===== src/rtl/serial_byte_collector_pkg.sv =====
// Shared state encoding, default width and parity helper for the serial byte collector.
package serial_byte_collector_pkg;

  localparam int DEFAULT_WIDTH = 8;

  typedef enum logic [1:0] {
    ST_IDLE   = 2'd0,
    ST_SHIFT  = 2'd1,
    ST_PARITY = 2'd2,
    ST_HOLD   = 2'd3
  } state_t;

  // XOR of every bit: even parity over a zero-extended word
  function automatic logic even_parity32(input logic [31:0] v);
    return ^v;
  endfunction

endpackage


===== src/rtl/serial_byte_collector_bit_shift_reg.sv =====
// Parameterized serial-in/parallel-out shift register with shift enable and synchronous clear.
module bit_shift_reg
  import serial_byte_collector_pkg::*;
#(
  parameter int WIDTH     = DEFAULT_WIDTH,
  parameter bit MSB_FIRST = 1'b1
) (
  input  logic             clk,
  input  logic             rst_n,
  input  logic             clr,
  input  logic             shift_en,
  input  logic             bit_in,
  output logic [WIDTH-1:0] q
);

  logic [WIDTH-1:0] shreg_r;

  // Shift direction chosen so the first bit of a frame ends at the documented end
  always_ff @(posedge clk or negedge rst_n) begin
    if (!rst_n) begin
      shreg_r <= '0;
    end else if (clr) begin
      shreg_r <= '0;
    end else if (shift_en) begin
      if (MSB_FIRST) begin
        shreg_r <= {shreg_r[WIDTH-2:0], bit_in};
      end else begin
        shreg_r <= {bit_in, shreg_r[WIDTH-1:1]};
      end
    end
  end

  assign q = shreg_r;

endmodule


===== src/rtl/serial_byte_collector.sv =====
// Serial-to-parallel collector with valid/ready output, overrun pulse and sync abort.
// Optional trailing even-parity bit check enabled by defining SERIAL_PARITY_CHECK_EN.
module serial_byte_collector
  import serial_byte_collector_pkg::*;
#(
  parameter int WIDTH     = DEFAULT_WIDTH,
  parameter bit MSB_FIRST = 1'b1
) (
  input  logic             clk,
  input  logic             rst_n,
  input  logic             sync_clr,
  input  logic             bit_in,
  input  logic             bit_valid,
  output logic [WIDTH-1:0] byte_out,
  output logic             byte_valid,
  input  logic             byte_ready,
  output logic             overrun,
  output logic             parity_err
);

  localparam int              CNT_W    = $clog2(WIDTH + 1);
  localparam logic [CNT_W-1:0] CNT_ONE  = CNT_W'(1);
  localparam logic [CNT_W-1:0] CNT_LAST = CNT_W'(WIDTH - 1);
`ifdef SERIAL_PARITY_CHECK_EN
  localparam state_t ST_AFTER_DATA = ST_PARITY;
`else
  localparam state_t ST_AFTER_DATA = ST_HOLD;
`endif

  state_t           state_r, state_nxt_s;
  logic [CNT_W-1:0] cnt_r, cnt_nxt_s;
  logic             shift_en_s, clr_s;
  logic             valid_r, overrun_r, overrun_nxt_s;
  logic [WIDTH-1:0] word_s;

  bit_shift_reg #(.WIDTH(WIDTH), .MSB_FIRST(MSB_FIRST)) u_shift (
    .clk      (clk),
    .rst_n    (rst_n),
    .clr      (clr_s),
    .shift_en (shift_en_s),
    .bit_in   (bit_in),
    .q        (word_s)
  );

  // Next-state, counter and handshake decisions
  always_comb begin
    state_nxt_s   = state_r;
    cnt_nxt_s     = cnt_r;
    shift_en_s    = 1'b0;
    clr_s         = 1'b0;
    overrun_nxt_s = 1'b0;
    if (sync_clr) begin
      state_nxt_s = ST_IDLE;
      cnt_nxt_s   = '0;
      clr_s       = 1'b1;
    end else begin
      case (state_r)
        ST_IDLE: begin
          if (bit_valid) begin
            shift_en_s  = 1'b1;
            cnt_nxt_s   = CNT_ONE;
            state_nxt_s = ST_SHIFT;
          end else begin
            state_nxt_s = ST_IDLE;
          end
        end
        ST_SHIFT: begin
          if (bit_valid) begin
            shift_en_s = 1'b1;
            cnt_nxt_s  = cnt_r + CNT_ONE;
            if (cnt_r == CNT_LAST) begin
              state_nxt_s = ST_AFTER_DATA;
            end else begin
              state_nxt_s = ST_SHIFT;
            end
          end else begin
            state_nxt_s = ST_SHIFT;
          end
        end
        // Parity bit is consumed here and never enters the word
        ST_PARITY: begin
          if (bit_valid) begin
            state_nxt_s = ST_HOLD;
          end else begin
            state_nxt_s = ST_PARITY;
          end
        end
        ST_HOLD: begin
          if (byte_ready) begin
            if (bit_valid) begin
              shift_en_s  = 1'b1;
              cnt_nxt_s   = CNT_ONE;
              state_nxt_s = ST_SHIFT;
            end else begin
              cnt_nxt_s   = '0;
              state_nxt_s = ST_IDLE;
            end
          end else if (bit_valid) begin
            overrun_nxt_s = 1'b1;
          end else begin
            state_nxt_s = ST_HOLD;
          end
        end
        default: begin
          state_nxt_s = ST_IDLE;
          cnt_nxt_s   = '0;
        end
      endcase
    end
  end

  // State, counter and registered outputs
  always_ff @(posedge clk or negedge rst_n) begin
    if (!rst_n) begin
      state_r   <= ST_IDLE;
      cnt_r     <= '0;
      valid_r   <= 1'b0;
      overrun_r <= 1'b0;
    end else begin
      state_r   <= state_nxt_s;
      cnt_r     <= cnt_nxt_s;
      valid_r   <= (state_nxt_s == ST_HOLD);
      overrun_r <= overrun_nxt_s;
    end
  end

  assign byte_out   = word_s;
  assign byte_valid = valid_r;
  assign overrun    = overrun_r;

`ifdef SERIAL_PARITY_CHECK_EN
  logic [31:0] word32_s;
  logic        parity_err_r, parity_err_nxt_s;

  // Parity status latched when the parity bit arrives, cleared on accept/abort
  always_comb begin
    word32_s              = 32'd0;
    word32_s[WIDTH-1:0]   = word_s;
    parity_err_nxt_s      = parity_err_r;
    if (sync_clr) begin
      parity_err_nxt_s = 1'b0;
    end else if ((state_r == ST_PARITY) && bit_valid) begin
      parity_err_nxt_s = even_parity32(word32_s) ^ bit_in;
    end else if ((state_r == ST_HOLD) && byte_ready) begin
      parity_err_nxt_s = 1'b0;
    end else begin
      parity_err_nxt_s = parity_err_r;
    end
  end

  // Parity status register
  always_ff @(posedge clk or negedge rst_n) begin
    if (!rst_n) begin
      parity_err_r <= 1'b0;
    end else begin
      parity_err_r <= parity_err_nxt_s;
    end
  end

  assign parity_err = parity_err_r;
`else
  assign parity_err = 1'b0;
`endif

endmodule


===== config.mk =====
export PLATFORM = sky130hd
export DESIGN_NAME = serial_byte_collector
export DESIGN_NICKNAME = d
export VERILOG_FILES = /design/src/rtl/serial_byte_collector_pkg.sv /design/src/rtl/serial_byte_collector_bit_shift_reg.sv /design/src/rtl/serial_byte_collector.sv
export SDC_FILE = /design/constraint.sdc
export NUM_CORES = 1
export LEC_CHECK = 0
export CAP_MARGIN = 40
export CORE_MARGIN = 2
export CORE_UTILIZATION = 45
export DETAILED_ROUTE_END_ITERATION = 8
export GPL_ROUTABILITY_DRIVEN = 0
export GPL_TIMING_DRIVEN = 0
export PLACE_DENSITY_LB_ADDON = 0.3
export SYNTH_ARGS = -nofsm -noshare
export SYNTH_HDL_FRONTEND = slang
export SYNTH_SLANG_ARGS = --single-unit

===== constraint.sdc =====
create_clock -name clk -period 3.69 [get_ports clk]
set_clock_uncertainty 0.15 [all_clocks]
set_input_delay 0.738 -clock clk [delete_from_list [all_inputs] [get_ports clk]]
set_output_delay 0.738 -clock clk [all_outputs]
set_load 0.02 [all_outputs]

## Yosys cells after proc, flatten, opt, wreduce, memory -nomap -nowiden

Index checks and enable logic that the tools add are counted.
W data, S select, Z words.

- Add/subtract/negate cells: 1
- Eq/ne operators: 8
- Muxes and demuxes: 24
- Reductions and logical operators: 5

Operators with widths:

| cell | number |
|---|---|
| $mux W4 | 4 |
| $mux W8 | 2 |
| $pmux W4 S3 | 1 |
| $mux W1 | 10 |
| $mux W2 | 5 |
| $ne A3 B3 Y1 const B | 3 |
| $pmux W2 S4 | 1 |
| $eq A2 B2 Y1 const B | 3 |
| $add A4 B1 Y4 const B | 1 |
| $eq A4 B3 Y1 const B | 1 |
| $reduce_and A4 Y1 | 1 |
| $reduce_bool A4 Y1 | 1 |
| $eq A2 B1 Y1 const B | 1 |
| $logic_not A2 Y1 | 1 |
| $pmux W1 S2 | 1 |
| $reduce_bool A2 Y1 | 1 |
| $reduce_or A2 Y1 | 1 |

- Bits in registers: 16
- Input bits: 6
- Output and inout port bits: 11
- Logic and storage cells: 43

## Logic depth before layout (Yosys ltp)

- Depth in word-level cells: 6
- Mapped depth: 6
- Mapped depth without buffers: 6

## By module

From an unflattened synthesis, not the netlist that was laid out.

- Cell total of the unflattened synthesis: 85
- Area total of the unflattened synthesis: 895.9 µm²

By module, submodules not included:

| module | times used | cells each | area an instance (µm²) | sequential area each (µm²) |
|---|---|---|---|---|
| serial_byte_collector | 1 | 59 | 570.5 | 200.2 |
| bit_shift_reg | 1 | 26 | 325.3 | 200.2 |

## Worst setup path before layout

OpenSTA, ideal clock, no wires.

- Kind: in2reg
- Start: in bit_valid
- End: reg u_shift.shreg_r[1] (netlist: u_shift.q[1])
- Library setup time: 132 ps
- Arrival time: 1637 ps
- Required time: 3408 ps
- Path slack: 1771 ps
- Cell stages on the path: 5
- Path buffers: 1
- Cell sequence: buf_2 > nand2b_1 > a21oi_2 > mux2i_1 > nor2_1

- Cells in the longest elaborated chain, start to end: 5

RTL lines:

| what | RTL line | text |
|---|---|---|
| from (decl) | serial_byte_collector.sv:13 | `input logic bit_valid,` |
| $mux W1 (*) | serial_byte_collector.sv:59, serial_byte_collector.sv:68, serial_byte_collector.sv:90 |  |
| $mux W1 | serial_byte_collector.sv:89 | `if (byte_ready) begin` |
| $pmux W1 S2 (*) | serial_byte_collector.sv:57 | `case (state_r)` |
| $mux W1 (*) | serial_byte_collector.sv:52 | `if (sync_clr) begin` |
| $reduce_bool A2 Y1 (no source line) (*) | n/a |  |
| to (signal assigned) | serial_byte_collector_bit_shift_reg.sv:26 | `shreg_r <= {shreg_r[WIDTH-2:0], bit_in};` |
| to (signal assigned) | serial_byte_collector_bit_shift_reg.sv:28 | `shreg_r <= {bit_in, shreg_r[WIDTH-1:1]};` |
| to (decl) | serial_byte_collector_bit_shift_reg.sv:16 | `logic [WIDTH-1:0] shreg_r;` |

Every way passes the cells marked *; elsewhere a longest branch is shown, timed or not.
A chain may end at the register's enable or synchronous reset.

## Worst setup path after layout

- Start: reg u_shift.shreg_r[1] (netlist: u_shift.q[1])
- End: out byte_out[1]

RTL lines:

| what | RTL line | text |
|---|---|---|
| to (decl) | serial_byte_collector.sv:14 | `output logic [WIDTH-1:0] byte_out,` |

No word-level cell between the ends.

==> results.md <==
- Status: complete, no violations
- Synth Instances: around 80
- Sequential share of power: 0.513
- Syn Area/Cell: 10.6 um^2
- Comb pwr share: 0.148
- Top delay family on crit path: buffers and inverters
- Ratio of cells with drive above 1 in the final layout: 0.130
- Die Y: 48.0 um
- H-tree depth: 1
- Power Dens Cells: 330 mW/mm^2
- Antenna violations before repair: 0
- Worst r2r path cells: 6
- Synth Net Count: 94
- Total congestion overflow: 0
- Routed WL: 1730 um
- Routed Antenna Nets: 0
- DR WL/cell: 13.8 um
- Worst EP arrival: roughly 1.3 ns
- Setup violations, final: 0
- Slew HR: 0.530
- Sw Pwr: approximately 0.095 mW
- Largest buffer count on any clock path: 2
- Crit path cell chain: clkdlybuf4s50_1
- Most common cell after layout, fill and taps aside: dfrtp_1
- Dpl hpwl: 1240 um
- Distinct cell type count after synthesis: 29
- Number of global-route vias before repair: ~620
- Critical Path RT: 2.80 ns
- Leak pwr: 0.468 nW
- Final net count: between 100 and 150
- Hold Fails Final Rpt: 0
- Post-synthesis sequential element count: 16
- Number of synthesized flops with an enable pin: 0
- Clock slew at reported path FFs: about 0.1 ns
- Worst path bufs/invs: 1
- Fin. max-slew vios: 0
- Hold/Removal Path Class: reg -> reg
- Final Critical Period: between 2 and 2.5 ns
- Peak Freq: 453 MHz
- IO buf count: 14
- Crit. End Element: primary output
- Initial detailed-routing violation count: 4
- Post-CTS Hold Fix Bufs: 0
- Setup_tns: 0 ns
- Ys async rst share: 1.00
- Crit start category: flop
- Switching fraction of total power: 0.266
- Most used DFF post-synth: dfrtp_1
- Max stage delay on crit path: 0.62 ns
- Critical path peak fanout: 3
- Die ar.: 0.00231 mm^2
- FP Rows: 15
- Initial DRT Pass Iterations: 4
- CTS Root Cell: clkbuf_4
- Finished Core Util: 0.606
- DR vias: 672
- Clk Latency, worst-skew pair: 0.30 ns
- Register Area: around 400 um^2
- Remaining DRCs: 0
- Most frequent cells in the layout: dfrtp_1 (16), clkdlybuf4s50_1 (14), nor2_1 (9)
- Ant. Diodes: 0
- All-Layer GR Usage: 0.191
- Layout area overhead: 23.8%
- Io pins: 17
- RSZ-0062 raised after global routing: no
- Final critical-path share of the clock period: 0.599
- First-pass GRT wire length: 2940 um
- Filler cell count: 152
- Slowest-stage cell, CP: clkdlybuf4s50_1
- Post-CTS setup buffer count: 0
- Largest net degree at the start of global routing: 17
- Sequential cell area fraction in the yosys report: 0.459
- CORE AREA: 0.00178 mm^2
- Worst-Margin Slew: 0.703 ns
- Max VDD drop: 0.211 mV
- CTS resizes: 0
- Die Span X: between 40 and 50 um
- Hold Path Stages: 2
- Critical path class: reg -> out
- Synth warn: 0
- Multi-input logic area: roughly 430 um^2
- Max Cap Viol: 0
- Sinks on Clock Net: 16
- DR vias/cell: 5.38
- Clock share of power: 0.339
- Crit path depth: 1
- Synth Cell Area: 872 um^2
- TritonCTS clock tree: done
- Pwr Total: 0.357 mW
- Initial Utilization: 0.489
- Cts bufs inserted: 3
- Pint: 0.262 mW
[worst min-delay path: cells and delay by family (launching register included)]
kind / cells / cell delay, ns
and+or+nand+nor: 1 / 0.07
muxes: 1 / 0.06
DFF: 1 / 0.36
[synth_stat cells, types with 3 or more instances]
master / n / share of area
dfrtp_1: 16 / 0.46
nor2_1: 9 / 0.039
mux2i_1: 8 / 0.092
nand2_1: 7 / 0.030
ha_1: 6 / 0.086
a21oi_1: 4 / 0.023
inv_1: 3 / 0.013
[state kept, by name, summed over array words and instances (netlist names)]
| register | cells |
|---|---|
| overrun | 1 |
| state_r | 2 |
| byte_valid | 1 |
| cnt_r | 4 |
| u_shift.q | 8 |
[routing by layer]
metal | global-route usage | wire, um | vias to the layer above
met5 | 0 | 0 | -
met4 | 0.0973 | 48 | 0
met3 | 0.0340 | 60 | 7
met2 | 0.309 | 849 | 21
met1 | 0.244 | 770 | 318
li1 | - | - | 326
[final cells by class]
class                      count  share of cell area
timing repair buffer          14               0.130
tap                           25              0.0290
multi-input combinational     59               0.401
inverter                       3              0.0104
buffer                         4              0.0255
sequential                    16               0.371
clock buffer                   4              0.0336
[metrics by stage]
step	cell area (um^2)	std cells	hold slack [ns]	setup WS [ns]
finish	1080	125	0.375	1.48
global route	1080	125	0.416	1.41
CTS	1080	125	0.383	1.47
detailed placement	1040	121	0.358	1.20
global placement	1040	121	0.363	1.21
floorplan	872	82	0.292	1.77
[final timing paths]
kind                              startpoint      endpoint  slack [ns]
worst max-delay path            u_shift.q[1]   byte_out[1]        1.48
worst min-delay path            u_shift.q[7]  u_shift.q[7]        0.38
worst max register to register    state_r[1]      cnt_r[3]        1.67
worst min register to register  u_shift.q[7]  u_shift.q[7]        0.38
max in group asynchronous              rst_n  u_shift.q[0]        2.24
min in group asynchronous              rst_n  u_shift.q[6]        0.70
[power by group through the flow]
| stage | logic (mW) | clock network [mW] | registers [mW] |
|---|---|---|---|
| floorplan | 0.0336 | 0 | 0.187 |
| global placement | 0.0517 | 0 | 0.186 |
| detailed placement | 0.0529 | 0 | 0.186 |
| CTS | 0.0535 | 0.121 | 0.183 |
| global route | 0.0589 | 0.128 | 0.183 |
| finish | 0.0528 | 0.121 | 0.183 |
[kinds of logic (layout without fill, tap and decap cells)]
logic type      Yosys count  in the layout  share of synthesized area
compound gates           12             12                      0.119
fa+ha+maj                 6              6                     0.0861
buf+inv                   7             25                     0.0445
flops                    16             16                      0.459
mux                       8              8                     0.0918
other cells               1              1                    0.00430
simple gates             32             32                      0.195
Power figures use the tool's default switching activity.
